$ cat config.mk
export PLATFORM = sky130hd
export DESIGN_NAME = ga23_tile_fetch_arbiter
export DESIGN_NICKNAME = d
export VERILOG_FILES = /design/src/rtl/ga23_pkg.sv /design/src/rtl/ga23_rr_pick.sv /design/src/rtl/ga23_tile_fetch_arbiter.sv
export SDC_FILE = /design/constraint.sdc
export NUM_CORES = 1
export LEC_CHECK = 0
export CORE_MARGIN = 5
export CORE_UTILIZATION = 45
export DETAILED_ROUTE_END_ITERATION = 10
export GPL_TIMING_DRIVEN = 0
export HOLD_SLACK_MARGIN = 0.15
export PLACE_DENSITY_LB_ADDON = 0.05
export SKIP_LAST_GASP = 1
export SLEW_MARGIN = 0
export SYNTH_ARGS = -nofsm -noshare
export SYNTH_HDL_FRONTEND = slang
export SYNTH_SLANG_ARGS = --single-unit
$ cat constraint.sdc
create_clock -name clk -period 5.42 [get_ports clk]
set_clock_uncertainty 0.1 [all_clocks]
set_input_delay 1.626 -clock clk [delete_from_list [all_inputs] [get_ports clk]]
set_output_delay 1.626 -clock clk [all_outputs]
set_load 0.02 [all_outputs]
$ cat src/rtl/ga23_pkg.sv
// ga23_pkg: shared widths and fetch FSM state type for the GA23 tile-row fetch path.
package ga23_pkg;
   localparam int GA23_ROW_W      = 32;
   localparam int GA23_SDR_ADDR_W = 22;
   typedef enum logic {IDLE, WAIT} fetch_state_t;
endpackage

$ cat src/rtl/ga23_rr_pick.sv
// ga23_rr_pick: combinational round-robin picker, first set request after last (mod N).
module ga23_rr_pick
   import ga23_pkg::*;
#(
   parameter int N     = 3,
   parameter int IDX_W = (N > 1) ? $clog2(N) : 1
) (
   input  logic [N-1:0]     req,
   input  logic [IDX_W-1:0] last,
   output logic [IDX_W-1:0] grant,
   output logic             valid
);
   logic [IDX_W-1:0] idx;
   // Scan from farthest to nearest so the nearest set index after last wins.
   always_comb begin
      grant = '0;
      valid = 1'b0;
      idx   = '0;
      for (int k = N; k >= 1; k--) begin
         idx = IDX_W'((int'(last) + k) % N);
         if (req[idx]) begin
            grant = idx;
            valid = 1'b1;
         end
      end
   end
endmodule

$ cat src/rtl/ga23_tile_fetch_arbiter.sv
// ga23_tile_fetch_arbiter: round-robin arbiter of per-layer tile-row fetches onto one SDRAM channel.
module ga23_tile_fetch_arbiter
   import ga23_pkg::*;
#(
   parameter int NUM_PORTS = 3,
   parameter int ADDR_W    = GA23_SDR_ADDR_W,
   parameter int DATA_W    = GA23_ROW_W
) (
   input  logic                                clk,
   input  logic                                reset,
   input  logic [NUM_PORTS-1:0]                sdr_req,
   input  logic [NUM_PORTS-1:0][ADDR_W-1:0]    sdr_addr,
   output logic [NUM_PORTS-1:0][DATA_W-1:0]    sdr_data,
   output logic [NUM_PORTS-1:0]                sdr_rdy,
   output logic                                mem_req,
   output logic [ADDR_W-1:0]                   mem_addr,
   input  logic                                mem_ack,
   input  logic [DATA_W-1:0]                   mem_data,
   output logic                                busy
);
   localparam int IDX_W = (NUM_PORTS > 1) ? $clog2(NUM_PORTS) : 1;
   fetch_state_t                     state, state_n;
   logic [NUM_PORTS-1:0]             pend, clr;
   logic [NUM_PORTS-1:0][ADDR_W-1:0] addr_q;
   logic [IDX_W-1:0]                 cur, last_grant, grant;
   logic                             stale, pick_v, issue;
   ga23_rr_pick #(.N(NUM_PORTS), .IDX_W(IDX_W)) u_pick (
      .req   (pend),
      .last  (last_grant),
      .grant (grant),
      .valid (pick_v)
   );
   assign issue = (state == IDLE) && pick_v;
   assign clr   = issue ? NUM_PORTS'(1) << grant : '0;
   assign busy  = |pend || (state == WAIT);
   always_comb begin
      state_n = (state == IDLE) ? (pick_v ? WAIT : IDLE) : (mem_ack ? IDLE : WAIT);
   end
   always_ff @(posedge clk) begin
      if (reset) state <= IDLE;
      else state <= state_n;
   end
   always_ff @(posedge clk) begin
      if (reset) begin
         pend       <= '0;
         addr_q     <= '0;
         stale      <= 1'b0;
         cur        <= '0;
         last_grant <= IDX_W'(NUM_PORTS - 1);
         mem_req    <= 1'b0;
         mem_addr   <= '0;
         sdr_data   <= '0;
         sdr_rdy    <= '0;
      end else begin
         // A request landing on the granted port in the issue cycle keeps it pending.
         pend    <= (pend & ~clr) | sdr_req;
         sdr_rdy <= '0;
         for (int i = 0; i < NUM_PORTS; i++)
            if (sdr_req[i]) addr_q[i] <= sdr_addr[i];
         if (issue) begin
            mem_req  <= 1'b1;
            mem_addr <= addr_q[grant];
            cur      <= grant;
         end
         if (state == WAIT) begin
            if (mem_ack) begin
               mem_req    <= 1'b0;
               last_grant <= cur;
               stale      <= 1'b0;
               if (!stale) begin
                  sdr_data[cur] <= mem_data;
                  sdr_rdy[cur]  <= 1'b1;
               end
            end else if (sdr_req[cur]) begin
               stale <= 1'b1;
            end
         end
      end
   end
endmodule
==> flow_metrics.tcl <==
set metrics [dict create \
    grt_pass1_vias 6414 \
    dp_cells 1298 \
    maxCapViolCount 0 \
    cts_made_buffers 17 \
    globalRouteOverflowTotal 0 \
    finalSetupViolCount 0 \
    intPower_w 0.002426 \
    status "finished, final reports clean" \
    p_seq_share_pct 46.8 \
    crit_fanout 10 \
    gr-usage-all-layers_pct 22.66 \
    cts_setup_buffers 0 \
    p_leak_nw 3.992 \
    pwr-share-clk_pct 36.9 \
    drive_above_1_share_pct 5.676 \
    port_buffers 223 \
    cp_data_required_time_ps 5670 \
    cts_hold_buf 0 \
    power_frac_comb_pct 16.3 \
    postSynth.asyncResetShare_pct 0 \
    rsz0062_at_grt "false" \
    area_delta_synth_final_pct 40.04 \
    switching_share_pct 27.09 \
    powerDensity_mw_per_mm2 309.1 \
    cp.arrival_ps 3770 \
    vias 6753 \
    setup-tns-final_ps 0 \
    fmax_ghz 0.2843 \
    grt_pass1_wl_microns 35410 \
    worst_hold_path_type "register to register" \
    synth.avg_cell_area_sq_um 8.991 \
    worstMarginPinSlew_ps 1056 \
    ys_ff_latch 197 \
    die_w_microns 140.7 \
    antenna_found_initial 2 \
    path_class "input port to register" \
    start_util_pct 46.03 \
    report.final.slew_viol_count 0 \
    detail_route.vias_per_cell 5.074 \
    peakVddDrop_mv 0.2486 \
    min_period_over_period_pct 64.89 \
    cts-root-buf "clkbuf_16" \
    clk_pin_slew_ps 70 \
    die_h_microns 140.7 \
    ys_seq_area_share_pct 51.30 \
    dr.pass1.iters 5 \
    final_cells 1331 \
    routabilityCongestion 0.8231 \
    dieArea_sq_mm 0.01980 \
    finalNetCount 1205 \
    synth_top_flop_cell "dfxtp_1" \
    yosysWarnings 0 \
    synth_cell_types 42 \
    drtIter0Drc 341 \
    synth_cells 855 \
    cts_tree "done" \
    layout_common_cells "223 x clkdlybuf4s50_1, 204 x nand2_1, 197 x dfxtp_1" \
    pin_count 227 \
    clk_latency_ps 430 \
    layout_commonest_cell "clkdlybuf4s50_1" \
    dp_hpwl_microns 17260 \
    h-tree-depth 4 \
    p_switching_w 0.0009012 \
    cts.sinks 197 \
    period_needed_ps 3517 \
    post_cts_resized 0 \
    design.core.area_sq_mm 0.01670 \
    worst_hold_slack_ps 353.2 \
    cp-end-kind "register" \
    synth_edf_count 0 \
    rows 47 \
    wirelength_microns 22840 \
    synth_fp_nets 963 \
    final_area_sq_mm 0.01077 \
    route.detailed.drc 0 \
    placed_area_sq_mm 0.01019 \
    cts.path.max_buffers 2 \
    post_drt_wl_per_cell_microns 17.16 \
    detail-route-antenna-nets 0 \
    grt_max_degree 18 \
    critPathLaunchType "input port" \
    fillers 1456 \
    hold_viol_final 0 \
    netlist_area_sq_mm 0.007687 \
    slew_headroom_pct 28.96 \
]
-- state kept, by name, summed over array words and instances (netlist names) --
signal      count
last_grant      2
pend            3
state           1
mem_req         1
sdr_data       96
mem_addr       22
stale           1
cur             2
sdr_rdy         3
addr_q         66
-- critical path: stages --
cell	delay, ps
clkdlybuf4s50_1	490
nand2_1	110
nor4_1	820
clkbuf_1	470
nand2_1	100
a21oi_1	150
-- final timing paths --
check / from / to / slack, ps / cells past startpoint
hold / removal: sdr_data[79] / sdr_data[79] / 350 / 2
setup reg to reg: last_grant[0] / mem_addr[5] / 2580 / 9
setup / recovery: mem_ack / sdr_data[25] / 1900 / 6
hold reg to reg: sdr_data[79] / sdr_data[79] / 350 / 2
-- synthesized netlist by cell type (2+ instances only) --
cell / count / area, sq um
clkbuf_1: 54 / 202.7
nand2b_1: 4 / 25.02
buf_6: 3 / 33.78
buf_1: 7 / 26.28
nand3_1: 2 / 10.01
ha_1: 4 / 50.05
inv_1: 7 / 26.28
mux2i_1: 67 / 670.6
nand2_1: 204 / 765.7
o21ai_0: 4 / 20.02
nor3_1: 5 / 25.02
o211ai_1: 2 / 15.01
and3_1: 2 / 12.51
a21oi_1: 103 / 515.5
nor3b_1: 42 / 315.3
mux2_4: 15 / 225.2
nor2_1: 77 / 289.0
mux2_2: 5 / 56.30
nor4_1: 2 / 12.51
buf_2: 4 / 20.02
o21a_1: 2 / 15.01
nor2b_1: 3 / 18.77
dfxtp_1: 197 / 3944
a221o_1: 22 / 220.2
-- stage by stage --
stage	setup slack [ps]	total power (W)	util, %
2_1_floorplan	2577	0.001889	-
3_3_place_gp	1469	0.002130	61.04
3_5_place_dp	1454	0.002134	61.04
4_1_cts	1905	0.003350	64.44
5_1_grt	1733	0.003457	64.46
6_report	1903	0.003327	64.46
-- area by class of cell --
| cell class | count | area, sq um | share of cell area, % |
|---|---|---|---|
| Antenna cell | 1 | 2.502 | 0.02325 |
| Buffer | 68 | 282.8 | 2.627 |
| Multi-Input combinational cell | 583 | 3435 | 31.90 |
| Tap cell | 220 | 275.3 | 2.557 |
| Sequential cell | 197 | 3944 | 36.63 |
| Clock inverter | 13 | 125.1 | 1.162 |
| Timing Repair Buffer | 223 | 2232 | 20.73 |
| Inverter | 7 | 26.28 | 0.2441 |
| Clock buffer | 19 | 442.9 | 4.114 |
-- power groups by stage --
stage	Clock (W)	Sequential (W)	Combinational (W)
after floorplan	0	0.00162	0.000265
after global placement	0	0.00159	0.000542
after detailed placement	0	0.00159	0.000545
after CTS	0.00125	0.00156	0.000547
after global routing	0.00130	0.00157	0.000588
final	0.00123	0.00156	0.000543
-- logic make-up after synthesis --
family,share of synthesized area (%)
AND/OR/NAND/NOR,20.04
adder cells (fa/ha/maj),0.7813
buffers and inverters,4.020
flip-flops,51.30
multiplexers,12.53
AO/OA/AOI/OAI,11.33
-- per-layer routing --
| layer | GRT usage, % | part of all wire [%] | routed length, microns |
|---|---|---|---|
| met5 | 0 | 0.079 | 18 |
| met4 | 6.221 | 1.5 | 354 |
| met2 | 34.32 | 44 | 10080 |
| met3 | 7.348 | 8.4 | 1927 |
| met1 | 31.18 | 46 | 10460 |
(Power assumes the default switching activity.)
